**config.mk**
```make
export PLATFORM = sky130hd
export DESIGN_NAME = reg_seq
export DESIGN_NICKNAME = d
export VERILOG_FILES = /design/src/rtl/reg_seq.sv
export SDC_FILE = /design/constraint.sdc
export NUM_CORES = 1
export LEC_CHECK = 0
export CAP_MARGIN = 20
export CORE_ASPECT_RATIO = 1.4
export CORE_MARGIN = 5
export CORE_UTILIZATION = 50
export CTS_BUF_LIST = sky130_fd_sc_hd__clkbuf_16
export CTS_CLUSTER_DIAMETER = 50
export DETAILED_ROUTE_END_ITERATION = 12
export PLACE_DENSITY_LB_ADDON = 0.25
export SKIP_LAST_GASP = 1
export SYNTH_ARGS = -nofsm -noshare
export SYNTH_HDL_FRONTEND = slang
export SYNTH_SLANG_ARGS = --single-unit
```
**constraint.sdc**
```tcl
create_clock -name clk -period 2.4 [get_ports clk]
set_input_delay 0.36 -clock clk [delete_from_list [all_inputs] [get_ports clk]]
set_output_delay 0.36 -clock clk [all_outputs]
set_load 0.01 [all_outputs]
```
**src/rtl/reg_seq.sv**
```systemverilog
// Micro-sequencer expanding one accepted command into 1-3 cycles of one-hot
// register-bank strobes, ALU control and immediate-driver control.
module reg_seq #(
    parameter int NREG = 4,
    parameter int RW   = 2
) (
    input  logic            clk,
    input  logic            rst_n,
    input  logic            cmd_valid,
    output logic            cmd_ready,
    input  logic [2:0]      cmd_op,
    input  logic [RW-1:0]   cmd_dst,
    input  logic [RW-1:0]   cmd_src_a,
    input  logic [RW-1:0]   cmd_src_b,
    input  logic [2:0]      cmd_aluop,
    input  logic [7:0]      cmd_imm,
    output logic [NREG-1:0] rdata,
    output logic [NREG-1:0] wdata,
    output logic [NREG-1:0] raddr,
    output logic [NREG-1:0] waddr,
    output logic [NREG-1:0] alu_r_a,
    output logic [NREG-1:0] alu_r_b,
    output logic [NREG-1:0] alu_w,
    output logic [2:0]      alu_op,
    output logic            alu_latch,
    output logic            imm_oe,
    output logic [7:0]      imm_data,
    output logic            done,
    output logic            err
);

    typedef enum logic [1:0] {
        IDLE = 2'd0,
        EX1  = 2'd1,
        EX2  = 2'd2,
        EX3  = 2'd3
    } state_t;

    localparam logic [2:0] OP_NOP  = 3'd0;
    localparam logic [2:0] OP_MOV  = 3'd1;
    localparam logic [2:0] OP_AMOV = 3'd2;
    localparam logic [2:0] OP_ALU  = 3'd3;
    localparam logic [2:0] OP_SWAP = 3'd4;
    localparam logic [2:0] OP_LDI  = 3'd5;
    localparam logic [2:0] ALU_PASS_A = 3'd0;

    // Indices that do not name a register decode to an all-zero strobe.
    function automatic logic [NREG-1:0] onehot(input logic [RW-1:0] idx);
        logic [NREG-1:0] v;
        v = '0;
        for (int i = 0; i < NREG; i++) begin
            if (int'(idx) == i) begin
                v[i] = 1'b1;
            end else begin
                v[i] = 1'b0;
            end
        end
        return v;
    endfunction

    state_t          state_q, state_d;
    logic [2:0]      op_q, op_d;
    logic [RW-1:0]   dst_q, dst_d;
    logic [RW-1:0]   src_a_q, src_a_d;
    logic [RW-1:0]   src_b_q, src_b_d;
    logic [2:0]      aluop_q, aluop_d;
    logic [7:0]      imm_q, imm_d;

    logic            cmd_ready_q, cmd_ready_d;
    logic [NREG-1:0] rdata_q, rdata_d;
    logic [NREG-1:0] wdata_q, wdata_d;
    logic [NREG-1:0] raddr_q, raddr_d;
    logic [NREG-1:0] waddr_q, waddr_d;
    logic [NREG-1:0] alu_r_a_q, alu_r_a_d;
    logic [NREG-1:0] alu_r_b_q, alu_r_b_d;
    logic [NREG-1:0] alu_w_q, alu_w_d;
    logic [2:0]      alu_op_q, alu_op_d;
    logic            alu_latch_q, alu_latch_d;
    logic            imm_oe_q, imm_oe_d;
    logic [7:0]      imm_data_q, imm_data_d;
    logic            done_q, done_d;
    logic            err_q, err_d;

    // Next state and command latch; fields are captured only on acceptance.
    always_comb begin
        state_d = state_q;
        op_d    = op_q;
        dst_d   = dst_q;
        src_a_d = src_a_q;
        src_b_d = src_b_q;
        aluop_d = aluop_q;
        imm_d   = imm_q;
        case (state_q)
            IDLE: begin
                if (cmd_valid && cmd_ready_q) begin
                    state_d = EX1;
                    op_d    = cmd_op;
                    dst_d   = cmd_dst;
                    src_a_d = cmd_src_a;
                    src_b_d = cmd_src_b;
                    aluop_d = cmd_aluop;
                    imm_d   = cmd_imm;
                end else begin
                    state_d = IDLE;
                end
            end
            EX1: begin
                if ((op_q == OP_ALU) || (op_q == OP_SWAP)) begin
                    state_d = EX2;
                end else begin
                    state_d = IDLE;
                end
            end
            EX2: begin
                if (op_q == OP_SWAP) begin
                    state_d = EX3;
                end else begin
                    state_d = IDLE;
                end
            end
            EX3:     state_d = IDLE;
            default: state_d = IDLE;
        endcase
    end

    // Decode next-cycle strobes so every output leaves a flop.
    always_comb begin
        cmd_ready_d = (state_d == IDLE);
        rdata_d     = '0;
        wdata_d     = '0;
        raddr_d     = '0;
        waddr_d     = '0;
        alu_r_a_d   = '0;
        alu_r_b_d   = '0;
        alu_w_d     = '0;
        alu_op_d    = alu_op_q;
        alu_latch_d = 1'b0;
        imm_oe_d    = 1'b0;
        imm_data_d  = 8'h00;
        done_d      = 1'b0;
        err_d       = 1'b0;
        case (state_d)
            EX1: begin
                case (op_d)
                    OP_NOP: done_d = 1'b1;
                    OP_MOV: begin
                        rdata_d = onehot(src_a_d);
                        wdata_d = onehot(dst_d);
                        done_d  = 1'b1;
                    end
                    OP_AMOV: begin
                        raddr_d = onehot(src_a_d);
                        waddr_d = onehot(dst_d);
                        done_d  = 1'b1;
                    end
                    OP_ALU: begin
                        alu_r_a_d   = onehot(src_a_d);
                        alu_r_b_d   = onehot(src_b_d);
                        alu_op_d    = aluop_d;
                        alu_latch_d = 1'b1;
                    end
                    OP_SWAP: begin
                        alu_r_a_d   = onehot(src_a_d);
                        alu_op_d    = ALU_PASS_A;
                        alu_latch_d = 1'b1;
                    end
                    OP_LDI: begin
                        imm_oe_d   = 1'b1;
                        imm_data_d = imm_d;
                        wdata_d    = onehot(dst_d);
                        done_d     = 1'b1;
                    end
                    default: begin
                        done_d = 1'b1;
                        err_d  = 1'b1;
                    end
                endcase
            end
            EX2: begin
                case (op_d)
                    OP_ALU: begin
                        alu_w_d = onehot(dst_d);
                        done_d  = 1'b1;
                    end
                    OP_SWAP: begin
                        // Second leg: b moves to a while a's old value waits in the ALU latch.
                        rdata_d = onehot(src_b_d);
                        wdata_d = onehot(src_a_d);
                    end
                    default: done_d = 1'b0;
                endcase
            end
            EX3: begin
                alu_w_d = onehot(src_b_d);
                done_d  = 1'b1;
            end
            default: done_d = 1'b0;
        endcase
    end

    // State and latched command registers.
    always_ff @(posedge clk or negedge rst_n) begin
        if (!rst_n) begin
            state_q <= IDLE;
            op_q    <= 3'd0;
            dst_q   <= '0;
            src_a_q <= '0;
            src_b_q <= '0;
            aluop_q <= 3'd0;
            imm_q   <= 8'h00;
        end else begin
            state_q <= state_d;
            op_q    <= op_d;
            dst_q   <= dst_d;
            src_a_q <= src_a_d;
            src_b_q <= src_b_d;
            aluop_q <= aluop_d;
            imm_q   <= imm_d;
        end
    end

    // Output registers; reset clears every strobe at once, aborting any command.
    always_ff @(posedge clk or negedge rst_n) begin
        if (!rst_n) begin
            cmd_ready_q <= 1'b1;
            rdata_q     <= '0;
            wdata_q     <= '0;
            raddr_q     <= '0;
            waddr_q     <= '0;
            alu_r_a_q   <= '0;
            alu_r_b_q   <= '0;
            alu_w_q     <= '0;
            alu_op_q    <= 3'd0;
            alu_latch_q <= 1'b0;
            imm_oe_q    <= 1'b0;
            imm_data_q  <= 8'h00;
            done_q      <= 1'b0;
            err_q       <= 1'b0;
        end else begin
            cmd_ready_q <= cmd_ready_d;
            rdata_q     <= rdata_d;
            wdata_q     <= wdata_d;
            raddr_q     <= raddr_d;
            waddr_q     <= waddr_d;
            alu_r_a_q   <= alu_r_a_d;
            alu_r_b_q   <= alu_r_b_d;
            alu_w_q     <= alu_w_d;
            alu_op_q    <= alu_op_d;
            alu_latch_q <= alu_latch_d;
            imm_oe_q    <= imm_oe_d;
            imm_data_q  <= imm_data_d;
            done_q      <= done_d;
            err_q       <= err_d;
        end
    end

    assign cmd_ready = cmd_ready_q;
    assign rdata     = rdata_q;
    assign wdata     = wdata_q;
    assign raddr     = raddr_q;
    assign waddr     = waddr_q;
    assign alu_r_a   = alu_r_a_q;
    assign alu_r_b   = alu_r_b_q;
    assign alu_w     = alu_w_q;
    assign alu_op    = alu_op_q;
    assign alu_latch = alu_latch_q;
    assign imm_oe    = imm_oe_q;
    assign imm_data  = imm_data_q;
    assign done      = done_q;
    assign err       = err_q;

endmodule

```
==> results.cfg <==
[layout]
n_antenna_cell = 0
area_growth_pct = 33.2
fin_cells = 414
fillers = 454
layout-drive-gt1-share_pct = 17.2
post-route-util_pct = 68.1
nets = 366

[worst_setup_path]
crit_type = flop to flop
required_ns = 2.61
worst-path-max-fanout = 8
startpoint_type = flop
worstPathArrival_ns = 2.43
crit_path_end_kind = flop

[synthesis]
muxShareOfSynthArea_pct = 1.76
synthDistinctLibCells = 51
synth-simple-area-share_pct = 23.0
synth_top_area_share_pct = 54.6
ys_ff_latch = 66
syn_area_mm2 = 0.00298
synthFlopType = dfrtp_1
yosysTopAreaCell = dfrtp_1
ys_seq_area_share_pct = 55.5
syn_inst = 267
synth_fa_ha_area_share_pct = 1.68
syn_avg_cell_area_um2 = 11.2
synth-edff-count = 0
yosys_warnings = 0
synth_top_family_by_area = simple AND/OR/NAND/NOR gates
synthesis.nets = 294
synth_compound_area_share_pct = 12.6
synthXorXnorAreaFrac_pct = 0
synthArstFlopShare_pct = 100
synth.area.top_cells = dfrtp_1, nand2_1, a21oi_2

[floorplan]
rows = 33
dieArea_mm2 = 0.00762
core_area_mm2 = 0.00582
start_util_pct = 51.1
io_pins = 67
die_x_um = 75.2
die_h_um = 101

[route]
top_layer_used = met4
ant_nets = 0
wl_met3_um = 402
drt_first_pass_iters = 4
wl_per_cell_um = 15.2
met2WireLength_um = 3300
drt_wl_total_um = 6290
wl_met1_um = 2480
vias = 2209
drt-vias-per-instance = 5.34
first_iter_violations = 131
drc = 0

[sta]
fmax_mhz = 451
setup_violations = 0
rsz0062_at_grt = no
hold-worst-slack_ns = -0.00894
finalHoldViolCount = 17
fin_worst_skew_ns = 0.00790
period_minus_slack_ns = 2.22
tightest_slew_ns = 0.480
fin_crit_sh_pct = 92.5
relSlewSlack_pct = 68.0
setup_ws_ns = 0.181
fin_setup_tns_ns = 0
slew_viol_final = 0

[placed_design]
dp_hpwl_um = 4460
post-place-cells = 398
gp_congestion = 0.789
dp_worst_setup_slack_ns = 0.0935
io_buffers = 66

[min_path]
hold_path_class = input port to asynchronous set/reset pin

[clocking]
cts_tree = yes
clk_pin_slew_worst_paths_ns = 0.05
cts_buffer_depth = 2
cts_sinks = 66
clock-root-buffer = clkbuf_16
h-tree-depth = 3
numCtsBuffers = 9
holdBufCountCts = 0
clk_latency_ns = 0.33

[status]
violations = hold timing
status = finished, violations left

[global_route]
grt_max_degree = 47
antenna_found_initial = 0
grt_pass1_wl_um = 10300
track_usage_pct = 17.9
grt_pass1_vias = 2186
grt_overflow = 0

[pwr]
irDropWorstVdd_v = 0.000760
totalPowerFinal_w = 0.00418
p_leak_nw = 1.77
p_per_area_mw_per_mm2 = 1050

[run]
drv_cap = 0
cell usage after synthesis (2+ instances only):
cell type / number
ha_1: 4
nor3b_1: 2
nand2_1: 54
a22o_1: 3
inv_2: 2
a31oi_1: 9
nor3b_2: 3
o22ai_1: 8
buf_4: 2
inv_1: 8
nand4b_1: 3
o21ai_1: 6
o32ai_1: 2
buf_6: 2
dfrtp_1: 65
buf_8: 3
nor4b_2: 2
and3_1: 3
nand2b_1: 5
nand3_4: 2
nor2b_1: 2
o21a_1: 2
buf_2: 2
a31oi_2: 3
nor3_1: 5
nand3_2: 2
nor2_1: 21
a21oi_2: 9
a21oi_1: 3
nand3b_1: 2
mux2i_1: 3
clkbuf_8: 2
nand3_1: 4
nand4_1: 2
through the flow:
stage	area (µm²)	hold slack (ns)
floorplan	2980	0.0644
CTS	3960	0.00484
global route	3970	0.0225
finish	3970	-0.00894
detailed placement	3690	0.351
global placement	3690	0.349
power by group:
part,internal (W),switching (W)
Sequential,0.00137,0.000175
Combinational,0.000634,0.000842
Clock,0.000694,0.000462
logic make-up (layout without fill, tap and decap cells):
kind of cell | Yosys count | in the layout
simple gates | 121 | 121
flops | 66 | 66
compound gates | 50 | 50
buf+inv | 22 | 99
fa+ha+maj | 4 | 4
mux | 4 | 4
per-layer routing:
metal  up-vias  global-route usage [%]
met5         -                       0
met4         0                    7.13
met3        11                    4.87
met2        70                    30.8
met1      1059                    20.8
li1       1069                       -
layout make-up:
type                    count  area, µm²  share of cell area (%)
flip-flops and latches     66       1650                    41.7
clock buffers               9        225                    5.68
well taps                  70       87.6                    2.21
repair buffers             73        746                    18.8
clock inverters             7       46.3                    1.17
inverters                  10       37.5                   0.947
multi-input cells         179       1170                    29.5
what timing repair did:
item,CTS,global route
resized for setup,0,1
setup endpoints to repair,0,15
buffers inserted,0,0
hold endpoints to repair,0,0
worst max-delay path, cell delays in order (launching register included):
cell and delay [ns]:
dfrtp_1 0.42, or3b_4 0.43, nor3b_2 0.24, nand2b_1 0.24
inv_2 0.06, ha_1 0.20, buf_4 0.17, o21a_1 0.11
o31a_1 0.23
registers in the layout, summed over array words and instances, names as in the netlist, 2 cells and up:
register  count
waddr         4
aluop_q       3
dst_q         2
rdata         4
op_q          3
alu_r_b       4
state_q       2
src_a_q       2
alu_w         4
alu_r_a       4
wdata         4
src_b_q       2
alu_op        3
imm_data      8
raddr         4
imm_q         8
worst paths after layout:
kind | from | endpoint | slack (ns) | depth (start not counted)
setup / recovery | op_q[0]$_DFF_PN0_ | done$_DFF_PN0_ | 0.18 | 8
hold / removal | rst_n | alu_w[0]$_DFF_PN0_ | -0.009 | 1
setup reg to reg | op_q[0]$_DFF_PN0_ | done$_DFF_PN0_ | 0.18 | 8
hold reg to reg | aluop_q[1]$_DFF_PN0_ | aluop_q[1]$_DFF_PN0_ | 0.47 | 2
max in group asynchronous | rst_n | imm_data[0]$_DFF_PN0_ | 1.82 | 2
min in group clk | aluop_q[1]$_DFF_PN0_ | aluop_q[1]$_DFF_PN0_ | 0.47 | 2
layout by cell type (no fill, tap or decap), types with 2 or more instances in the layout:
cell,n
nand3_2,2
buf_4,4
nand2b_1,5
dfrtp_1,65
inv_2,2
nor2b_1,2
nand3b_1,2
a31oi_2,3
clkdlybuf4s50_1,65
and3_1,3
inv_1,8
o21ai_1,6
nor2_1,21
mux2i_1,3
clkinv_2,4
buf_12,3
clkinv_4,3
nand4b_1,3
a21oi_2,9
nand2_1,54
nand4_1,2
o21a_1,2
nor3b_2,3
nand3_4,2
ha_1,3
a31oi_1,9
clkbuf_16,9
o32ai_1,2
nor4b_2,2
a21oi_1,3
o22ai_1,8
nor3b_1,2
a22o_1,3
nand3_1,4
nor3_1,5
Note: power is estimated with default switching activity, not from simulation.
==> RTL change (same flow settings) <==
Take the reset off `rdata_q`, `wdata_q`, `raddr_q`, `waddr_q` and `imm_data_q` and load them in a clocked block of their own.
--- a/src/rtl/reg_seq.sv
+++ b/src/rtl/reg_seq.sv
@@ -223,35 +223,33 @@
     always_ff @(posedge clk or negedge rst_n) begin
         if (!rst_n) begin
             cmd_ready_q <= 1'b1;
-            rdata_q     <= '0;
-            wdata_q     <= '0;
-            raddr_q     <= '0;
-            waddr_q     <= '0;
             alu_r_a_q   <= '0;
             alu_r_b_q   <= '0;
             alu_w_q     <= '0;
             alu_op_q    <= 3'd0;
             alu_latch_q <= 1'b0;
             imm_oe_q    <= 1'b0;
-            imm_data_q  <= 8'h00;
             done_q      <= 1'b0;
             err_q       <= 1'b0;
         end else begin
             cmd_ready_q <= cmd_ready_d;
-            rdata_q     <= rdata_d;
-            wdata_q     <= wdata_d;
-            raddr_q     <= raddr_d;
-            waddr_q     <= waddr_d;
             alu_r_a_q   <= alu_r_a_d;
             alu_r_b_q   <= alu_r_b_d;
             alu_w_q     <= alu_w_d;
             alu_op_q    <= alu_op_d;
             alu_latch_q <= alu_latch_d;
             imm_oe_q    <= imm_oe_d;
-            imm_data_q  <= imm_data_d;
             done_q      <= done_d;
             err_q       <= err_d;
         end
+    end
+
+    always_ff @(posedge clk) begin
+        rdata_q    <= rdata_d;
+        wdata_q    <= wdata_d;
+        raddr_q    <= raddr_d;
+        waddr_q    <= waddr_d;
+        imm_data_q <= imm_data_d;
     end
 
     assign cmd_ready = cmd_ready_q;
Formal check against the unedited RTL: not equivalent (Yosys sat finds a counterexample within 4 cycles, from zero or initial values and one cycle with rst_n low).
==> RTL change against the unedited design <==
Worst setup slack worse by 50 ps; synthesized area down 9.2%; clock power up 3%; power down 2.4%; first-iteration DRC count up 14%; wire length up 0.40%; final area down 6.0%; die area down 8.2%; clock skew about the same; largest cell class unchanged; worst hold slack better by 200 ps; critical endpoint is now alu_w[3]; critical path depth up 1; sequential cell count unchanged; via count down 1.5%.
==> RTL change: results (changes against the unedited design) <==
- Status: completed
- Final HPWL DP: 4320 um (-3.2%)
- Critical path data arrival time: 2490 ps (+60 ps)
- Compound-Gate Fraction of Synth Area: 0.102 (-0.0242)
- Yosys warning count: 0 (unchanged)
- Maximum VDD drop: 707 uV (-7.0%)
- Clock skew: 7.50 ps (-0.401 ps)
- Post-DP Area: 3430 um2 (-7.2%)
- Routability cong.: 0.944 (+20%)
- Largest fanout on the critical path: 7 (-1)
- Largest net degree at the start of global routing: 43 (-8.5%)
- Diode count: 0 (unchanged)
- Syn Nets: 296 (+0.68%)
- Netlist cell types: 43 (-16%)
- Ranking of synthesized cells by area: dfrtp_1, dfxtp_1, nand2_1
- Worst slack, placed: 70.6 ps (-22.9 ps)
- Fillers: 419 (-7.7%)
- DR vias: 2176 (-1.5%)
- Initial DRC Count: 149 (+14%)
- Synth Area in Adders: 0.0185 (+0.00171)
- Lkg Pwr: 1.62 nW (-8.6%)
- Global-route wire length before repair: 10200 um (-0.48%)
- Top cells by count, synth: nand2_1, dfrtp_1, dfxtp_1, nor2_1, a21oi_1
- Least-Margin Pin Slew: 942 ps (+462 ps)
- Fraction of layout cells with a size suffix above 1: 0.104 (-0.0675)
- Nets@finish: 368 (+0.55%)
- Ys async rst share: 0.636 (-0.364)
- Multiplexer area fraction after synthesis: 0.0227 (+0.00504)
- CP max stage delay: 430 ps (about the same)
- Sequential share of the synthesized area: 0.567 (+0.0121)
- Routed len/inst: 15.3 um (+0.89%)
- Vias in the first global route: 2134 (-2.4%)
- Root Buffer: clkbuf_16
- Gr usage total: 0.189 (+0.00968)
- Internal power component: 2.70 mW (+0.30%)
[RTL change: timing repair]
item                                    CTS  global route
gates resized for setup                   0             4
hold endpoints to repair                  0             0
endpoints found under the setup margin    0            21
setup buffers                             0             1
[RTL change: cells by family (layout without fill, tap and decap cells)]
family                   Yosys count  in the layout
flip-flops                        66             66
multiplexers                       6              6
AO/OA/AOI/OAI                     43             43
AND/OR/NAND/NOR                  127            127
buffers and inverters             23            100
adder cells (fa/ha/maj)            4              4
[RTL change: layout make-up]
type	instances	area [um2]	share of cell area
flip-flops and latches	66	1530	0.411
multi-input cells	180	1060	0.284
repair buffers	72	726	0.195
clock buffers	10	250	0.0671
well taps	66	82.6	0.0222
inverters	12	45.0	0.0121
clock inverters	6	32.5	0.00873
[RTL change: per-layer routing]
metal / GRT usage / part of all wire / vias up
met5: 0 / 0 / -
met4: 0.0781 / 0.020 / 0
met3: 0.0539 / 0.065 / 13
met2: 0.314 / 0.52 / 68
met1: 0.224 / 0.39 / 1040
li1: - / - / 1055
[RTL change: worst paths after layout]
kind                                   end  cells after the start  slack [ps]     start
worst min register to register    imm_q[0]                      2         470  imm_q[0]
worst max-delay path              alu_w[3]                      9         130   op_q[0]
min in group clk                  imm_q[0]                      2         470  imm_q[0]
worst min-delay path            state_q[0]                      1         190     rst_n
worst max register to register    alu_w[3]                      9         130   op_q[0]
max in group asynchronous           imm_oe                      1        1630     rst_n
[RTL change: stage by stage]
| step | hold WS, ps | cells |
|---|---|---|
| 2_1_floorplan | 64.4 | 269 |
| 3_3_place_gp | 451 | 395 |
| 3_5_place_dp | 460 | 395 |
| 4_1_cts | 210 | 411 |
| 5_1_grt | 273 | 412 |
| 6_report | 193 | 412 |
[RTL change: power by group through the flow]
stage	sequential [mW]	combinational, mW	clock (mW)
after floorplan	1.53	0.899	0
after global placement	1.54	1.27	0
after detailed placement	1.56	1.30	0
after CTS	1.54	1.32	1.22
after global routing	1.58	1.49	1.26
final	1.54	1.34	1.20
